**src/rtl/async_fifo_read_ctrl_if.sv**
```systemverilog
// Read-side bundle of an async FIFO: write-pointer input, memory read port and consumer handshake.
// almost_empty exists only when FIFO_RD_ALMOST_EMPTY_EN is defined.
interface async_fifo_read_ctrl_if #(
  parameter int DATA_WIDTH = 8,
  parameter int ADDR_WIDTH = 5
);
  logic [ADDR_WIDTH:0]   wptr_gray;
  logic [ADDR_WIDTH:0]   rptr_gray;
  logic [ADDR_WIDTH-1:0] raddr;
  logic                  ren;
  logic [DATA_WIDTH-1:0] mem_rdata;
  logic [DATA_WIDTH-1:0] rdata;
  logic                  rvalid;
  logic                  rready;
  logic                  empty;
`ifdef FIFO_RD_ALMOST_EMPTY_EN
  logic                  almost_empty;
`endif

  modport master (
    input  wptr_gray, mem_rdata, rready,
`ifdef FIFO_RD_ALMOST_EMPTY_EN
    output almost_empty,
`endif
    output rptr_gray, raddr, ren, rdata, rvalid, empty
  );

  modport slave (
    output wptr_gray, mem_rdata, rready,
`ifdef FIFO_RD_ALMOST_EMPTY_EN
    input  almost_empty,
`endif
    input  rptr_gray, raddr, ren, rdata, rvalid, empty
  );
endinterface

```
**src/rtl/async_fifo_read_ctrl.sv**
```systemverilog
// Read-domain controller of an async FIFO: synchronizes the Gray write pointer, owns the read pointer and flags.
// Optional almost_empty flag is built when FIFO_RD_ALMOST_EMPTY_EN is defined.
module async_fifo_read_ctrl #(
  parameter int DATA_WIDTH = 8,
  parameter int ADDR_WIDTH = 5,
  parameter int AE_THRESH  = 4
) (
  input  logic                   rclk,
  input  logic                   rrst,
  async_fifo_read_ctrl_if.master bus
);
  localparam int PW = ADDR_WIDTH + 1;

  logic [PW-1:0]         wq1_q, wq1_d;
  logic [PW-1:0]         wq2_q, wq2_d;
  logic [PW-1:0]         rbin_q, rbin_d;
  logic [PW-1:0]         rgray_q, rgray_d;
  logic                  empty_q, empty_d;
  logic                  rvalid_q, rvalid_d;
  logic                  ren;
  logic [DATA_WIDTH-1:0] rdata;

  function automatic logic [PW-1:0] bin2gray(input logic [PW-1:0] b);
    return b ^ (b >> 1);
  endfunction

  function automatic logic [PW-1:0] gray2bin(input logic [PW-1:0] g);
    logic [PW-1:0] b;
    b[PW-1] = g[PW-1];
    for (int i = PW - 2; i >= 0; i--) begin
      b[i] = b[i+1] ^ g[i];
    end
    return b;
  endfunction

  if (AE_THRESH < 0 || AE_THRESH > (2 ** ADDR_WIDTH)) begin : g_bad_ae_thresh
    $error("AE_THRESH must lie within 0..2**ADDR_WIDTH");
  end

  always_comb begin
    wq1_d    = bus.wptr_gray;
    wq2_d    = wq1_q;
    // Reads stall while a presented word waits for the consumer, so mem_rdata holds steady.
    ren      = !empty_q && (!rvalid_q || bus.rready);
    rbin_d   = rbin_q + {{ADDR_WIDTH{1'b0}}, ren};
    rgray_d  = bin2gray(rbin_d);
    // Compare against the next pointer so empty rises on the edge that takes the last word.
    empty_d  = (rgray_d == wq2_q);
    rvalid_d = rvalid_q;
    if (ren) begin
      rvalid_d = 1'b1;
    end else if (bus.rready) begin
      rvalid_d = 1'b0;
    end
  end

  always_ff @(posedge rclk or posedge rrst) begin
    if (rrst) begin
      wq1_q    <= '0;
      wq2_q    <= '0;
      rbin_q   <= '0;
      rgray_q  <= '0;
      empty_q  <= 1'b1;
      rvalid_q <= 1'b0;
    end else begin
      wq1_q    <= wq1_d;
      wq2_q    <= wq2_d;
      rbin_q   <= rbin_d;
      rgray_q  <= rgray_d;
      empty_q  <= empty_d;
      rvalid_q <= rvalid_d;
    end
  end

`ifdef FIFO_RD_ALMOST_EMPTY_EN
  logic [PW-1:0] wbin_s;
  logic [PW-1:0] fill;
  logic          ae_q, ae_d;

  // Fill level seen after this edge's read; modulo wrap keeps it correct across pointer rollover.
  always_comb begin
    wbin_s = gray2bin(wq2_q);
    fill   = wbin_s - rbin_d;
    ae_d   = (32'(fill) <= 32'(AE_THRESH));
  end

  always_ff @(posedge rclk or posedge rrst) begin
    if (rrst) begin
      ae_q <= 1'b1;
    end else begin
      ae_q <= ae_d;
    end
  end

  assign bus.almost_empty = ae_q;
`endif

  assign rdata         = bus.mem_rdata;
  assign bus.rdata     = rdata;
  assign bus.rptr_gray = rgray_q;
  assign bus.raddr     = rbin_q[ADDR_WIDTH-1:0];
  assign bus.ren       = ren;
  assign bus.rvalid    = rvalid_q;
  assign bus.empty     = empty_q;
endmodule

```
**src/flat_wrapper.sv**
```systemverilog
// flat-port wrapper written by rule: the top's interface ports become plain ports
module async_fifo_read_ctrl_flat 
#(
  parameter int DATA_WIDTH = 8,
  parameter int ADDR_WIDTH = 5,
  parameter int AE_THRESH  = 4
)
  (rclk, rrst, bus_wptr_gray, bus_mem_rdata, bus_rready, bus_rptr_gray, bus_raddr, bus_ren, bus_rdata, bus_rvalid, bus_empty);
  async_fifo_read_ctrl_if #(.DATA_WIDTH(DATA_WIDTH), .ADDR_WIDTH(ADDR_WIDTH)) bus_i ();
  input  logic rclk;
  input  logic rrst;
  input wire logic [$bits(bus_i.wptr_gray)-1:0] bus_wptr_gray;
  input wire logic [$bits(bus_i.mem_rdata)-1:0] bus_mem_rdata;
  input wire logic [$bits(bus_i.rready)-1:0] bus_rready;
  output wire logic [$bits(bus_i.rptr_gray)-1:0] bus_rptr_gray;
  output wire logic [$bits(bus_i.raddr)-1:0] bus_raddr;
  output wire logic [$bits(bus_i.ren)-1:0] bus_ren;
  output wire logic [$bits(bus_i.rdata)-1:0] bus_rdata;
  output wire logic [$bits(bus_i.rvalid)-1:0] bus_rvalid;
  output wire logic [$bits(bus_i.empty)-1:0] bus_empty;
  assign bus_i.wptr_gray = bus_wptr_gray;
  assign bus_i.mem_rdata = bus_mem_rdata;
  assign bus_i.rready = bus_rready;
  assign bus_rptr_gray = bus_i.rptr_gray;
  assign bus_raddr = bus_i.raddr;
  assign bus_ren = bus_i.ren;
  assign bus_rdata = bus_i.rdata;
  assign bus_rvalid = bus_i.rvalid;
  assign bus_empty = bus_i.empty;
  async_fifo_read_ctrl #(.DATA_WIDTH(DATA_WIDTH), .ADDR_WIDTH(ADDR_WIDTH), .AE_THRESH(AE_THRESH)) u_core (.rclk(rclk), .rrst(rrst), .bus(bus_i));
endmodule
```
**config.mk**
```make
export PLATFORM = sky130hd
export DESIGN_NAME = async_fifo_read_ctrl_flat
export DESIGN_NICKNAME = d
export VERILOG_FILES = /design/src/rtl/async_fifo_read_ctrl_if.sv /design/src/rtl/async_fifo_read_ctrl.sv /design/src/flat_wrapper.sv
export SDC_FILE = /design/constraint.sdc
export NUM_CORES = 1
export LEC_CHECK = 0
export ABC_AREA = 1
export CELL_PAD_IN_SITES_DETAIL_PLACEMENT = 0
export CELL_PAD_IN_SITES_GLOBAL_PLACEMENT = 1
export CORE_ASPECT_RATIO = 0.9
export CORE_MARGIN = 2
export CORE_UTILIZATION = 33
export DETAILED_ROUTE_END_ITERATION = 8
export GPL_TIMING_DRIVEN = 0
export PLACE_DENSITY = 0.74
export SLEW_MARGIN = 15
export SYNTH_ARGS = -nofsm -noshare
export SYNTH_HDL_FRONTEND = slang
export SYNTH_SLANG_ARGS = --single-unit
```
**constraint.sdc**
```tcl
create_clock -name rclk -period 2.7 [get_ports rclk]
set_clock_uncertainty 0.1 [all_clocks]
set_input_delay 0.405 -clock rclk [delete_from_list [all_inputs] [get_ports rclk]]
set_output_delay 0.405 -clock rclk [all_outputs]
set_load 0.1 [all_outputs]
```
# Word level (Yosys, flattened, before mapping)
# Index checks and enable logic that the tools add are counted.
[totals]
register_bits = 26
input_bits = 17
[op_classes]
add_sub_neg = 1
eq_ne = 1
muxes = 2
bitwise = 1
n_reduce_logical = 5
[ops]
columns = ["cell", "count"]
rows = [
  ["$add 6x1->6", 1],
  ["$eq 6x6->1", 1],
  ["$xor 6x5->6", 1],
  ["$logic_not 1->1", 2],
  ["$mux 1", 2],
  ["$reduce_bool 2->1", 1],
  ["$logic_and 1x1->1", 1],
  ["$logic_or 1x1->1", 1],
]

# Longest topological paths before layout
[logic_depth]
depth_word = 6
mapped_depth = 13
mapped_depth_nobuf = 13

# Least setup slack after synthesis
# OpenSTA, ideal clock, no wires.
[synth_timing]
path_type = "flip-flop to flip-flop"
startpoint = "register u_core.rvalid_q (netlist: u_core.bus.rvalid)"
endpoint = "register u_core.empty_q (netlist: u_core.bus.empty)"
setup_ns = 0.067
arrival_ns = 3.896
path_slack_ns = -1.363
path_stages_with_launch = 12
path_buffers = 0
path_cell_list = "dfrtp_1 > a21oi_1 > ha_1 > ha_1 > or2_1 > nand2_1 > nand2_1 > nand2_1 > nand3_1 > nor2_1 > nand2_1 > nor2_1"
[synth_between]
elab_chain_cells = 6
[synth_rtl]
columns = ["element", "line_no", "rtl"]
rows = [
  ["start: declaration", "async_fifo_read_ctrl.sv:19", "logic rvalid_q, rvalid_d;"],
  ["start signal: assignment", "async_fifo_read_ctrl.sv:71", "rvalid_q <= rvalid_d;"],
  ["$logic_not 1->1", "async_fifo_read_ctrl.sv:44", "ren = !empty_q && (!rvalid_q || bus.rready);"],
  ["$logic_or 1x1->1", "async_fifo_read_ctrl.sv:44", ""],
  ["$logic_and 1x1->1", "async_fifo_read_ctrl.sv:44", ""],
  ["net bus_ren", "flat_wrapper.sv:17", "output wire logic [$bits(bus_i.ren)-1:0] bus_ren;"],
  ["$add 6x1->6", "async_fifo_read_ctrl.sv:45", "rbin_d = rbin_q + {{ADDR_WIDTH{1'b0}}, ren};"],
  ["net u_core.rbin_d[1]", "async_fifo_read_ctrl.sv:16", "logic [PW-1:0] rbin_q, rbin_d;"],
  ["$xor 6x5->6", "async_fifo_read_ctrl.sv:24", "return b ^ (b >> 1);"],
  ["$eq 6x6->1", "async_fifo_read_ctrl.sv:48", "empty_d = (rgray_d == wq2_q);"],
  ["net u_core.empty_d", "async_fifo_read_ctrl.sv:18", "logic empty_q, empty_d;"],
  ["end signal: assignment", "async_fifo_read_ctrl.sv:70", "empty_q <= empty_d;"],
  ["end: declaration", "async_fifo_read_ctrl.sv:18", ""],
]
# The timed path passes the listed nets, and every way through them passes these cells.
# A chain may end at the register's enable or synchronous reset.

# Worst setup path in the final report
[layout_timing]
startpoint = "input bus_rready"
endpoint = "output bus_ren"
[layout_between]
elab_chain_cells = 2
[layout_rtl]
columns = ["element", "line_no", "rtl"]
rows = [
  ["start: declaration", "flat_wrapper.sv:14", "input wire logic [$bits(bus_i.rready)-1:0] bus_rready;"],
  ["$logic_or 1x1->1", "async_fifo_read_ctrl.sv:44", ""],
  ["$logic_and 1x1->1", "async_fifo_read_ctrl.sv:44", ""],
  ["end: declaration", "flat_wrapper.sv:17", ""],
]
# No other way between the ends.

==> impl_metrics.tcl <==
set metrics [dict create \
    drtIter0Drc 12 \
    overflow 0 \
    clock_latency_ns 0.26 \
    drcViolationCount 0 \
    syn_inst 125 \
    crit_fanout 2 \
    holdWs_ns 0.255 \
    final.period_utilization 0.931 \
    status "finished, final reports clean" \
    r2r-end "u_core.bus.empty$_DFF_PP1_" \
    io_pins 39 \
    synth-seq-area-share 0.538 \
    reg2reg_from "u_core.bus.rvalid$_DFFE_PP0P_" \
    routed_wl_mm 2.22 \
    maxSlewHeadroom 0.352 \
    grt_pass1_wl_mm 3.76 \
    cap_violations 0 \
    antenna_found_initial 0 \
    clock_sinks 25 \
    grt_pass1_vias 897 \
    fin_crit_ns 2.51 \
    wl_per_cell_um 10.9 \
    synth.distinct_cells 22 \
    vias_per_cell 4.49 \
    ys.flop_type "dfrtp_1" \
    postRouteAntennaNets 0 \
    worst_slack_ns 0.185 \
    die_h_um 60.4 \
    synth-edff-count 0 \
    syn_area_per_cell_sq_um 9.33 \
    slowest_stage "dlygate4sd2_1" \
    endpoint_kind "primary output" \
    start_kind "input pin" \
    rsz0062_at_grt "false" \
    hp-start "u_core.wq1_q[4]$_DFF_PP0_" \
    hpwl_mm 1.73 \
    crit_path_max_incr_delay_ns 0.87 \
    async_reset_ff_frac 1.00 \
    cts_tree "done" \
    post_cts_buffers 0 \
    netlist_area_sq_mm 0.00117 \
    min_path_type "reg2reg" \
    cts_inserted_buffers 3 \
    setup_viol 0 \
    drive_above_1_share 0.195 \
    grt_max_degree 26 \
    dp_cells 199 \
    gp_congestion 0.781 \
    fp-row-count 20 \
    crit_arrival_ns 2.01 \
    dieArea_sq_mm 0.00403 \
    portBuffers 30 \
    area_growth_pct 36.6 \
    dr_total_vias 911 \
    finalNonFillerCells 203 \
    clockBufferDepth 2 \
    htree_levels 1 \
    synth_nets 144 \
    grt_usage 0.123 \
    synth_seq_cells 25 \
    max_freq_mhz 398 \
    root_buffer "clkbuf_8" \
    clkSlewWorstSetupHoldPaths_ns 0.08 \
    start_util 0.345 \
    crit_path_cell_trace "clkdlybuf4s50_1 > inv_1 > a21oi_4 > dlygate4sd2_1" \
    diodes 0 \
    design.core.area_sq_mm 0.00338 \
    slew_viol_final 0 \
    synth.yosys.warnings 0 \
    whs_path_depth 0 \
    worstHoldEndpoint "u_core.wq2_q[4]$_DFF_PP0_" \
    nNetsFinal 179 \
    dr.pass1.iters 4 \
    worstSetupPathType "in2out" \
    ff2ff_setup_slack_ns 0.50 \
    worst_ep_required_time_ns 2.19 \
    worstMarginPinSlew_ns 0.970 \
    r2r.worst_path.cells 11 \
    hold_viol_final 0 \
    tns_ns 0 \
    place_ws_ns -0.112 \
    die_x_um 66.7 \
]
[critical path, delay by kind of cell]
family / cells / cell delay, ns
AO/OA/AOI/OAI: 1 / 0.19
buffers and inverters: 3 / 1.40
[sequential cells by signal, summed over array words and instances, names as in the netlist]
register and cells:
u_core.bus.empty 1, u_core.bus.rvalid 1, u_core.bus.rptr_gray 5, u_core.rbin_q 6, u_core.wq1_q 6, u_core.wq2_q 6
[cell usage in the layout, fill, tap and decap left out]
cell type and n:
nand2_2 4, nor2_4 1, o21ai_2 2, dfrtp_1 23, nand4_2 1, clkbuf_8 3
nand3_1 21, a21oi_4 1, nand2_1 33, clkdlybuf4s50_1 29, ha_1 1, buf_4 8
nand3_2 2, clkinv_2 1, ha_4 1, inv_2 1, nand3_4 1, dfstp_2 1
buf_6 1, clkbuf_1 1, nand2_4 1, inv_1 14, dfrtp_4 1, or2_1 1
inv_4 1, nor2_1 2, nand4_1 2, dlygate4sd2_1 1
[worst max-delay path by stage]
stage,start,to,slack (ns),cells after the start
floorplan,u_core.bus.rvalid$_DFFE_PP0P_,u_core.bus.empty$_DFF_PP1_,0.03,11
finish,bus_rready,bus_ren,0.19,4
global route,bus_rready,u_core.bus.empty$_DFF_PP1_,0.12,13
detailed placement,bus_rready,bus_ren,-0.11,4
CTS,bus_rready,bus_ren,0.17,4
global placement,bus_rready,bus_ren,-0.07,4
[timing repair]
action                     in CTS  in global routing
hold buffers                    0                  0
setup endpoints to repair       1                  0
resized for setup               1                  0
[cell families after synthesis]
logic type                 Yosys count  synth area share
adders and majority gates            2            0.0215
DFF                                 25             0.538
AOI/OAI and AO/OA                    3            0.0193
buffers and inverters               26             0.119
and+or+nand+nor                     69             0.303
[per-stage QoR]
step,util,cell area [sq um]
CTS,0.471,1590
finish,0.471,1590
global placement,0.459,1550
detailed placement,0.459,1550
floorplan,-,1190
global route,0.471,1590
[routing by layer]
metal,global-route usage,share of wire
met4,0.0612,0.0086
met2,0.214,0.52
met1,0.153,0.42
met3,0.0167,0.052
met5,0,0
[synth_stat cells, types with 2 or more instances]
cell type  number  share of area
inv_1          14          0.045
buf_4           8          0.052
o21ai_2         2          0.015
nand2_1        33           0.11
ha_1            2          0.021
nand2_2         4          0.021
dfrtp_1        24           0.52
nand4_1         2          0.011
nand3_1        21          0.090
nor2_1          2         0.0064
nand3_2         2          0.017
[layout make-up]
class | count | area [sq um]
fillers | 316 | 1790
flip-flops and latches | 25 | 631
multi-input cells | 74 | 424
repair buffers | 30 | 299
plain buffers | 9 | 71.3
inverters | 17 | 67.6
well taps | 44 | 55.1
clock buffers | 4 | 45.0
Power is left out: the tool's default activity adds up to more than one toggle a clock period on the data nets, which glitch-free logic cannot reach.
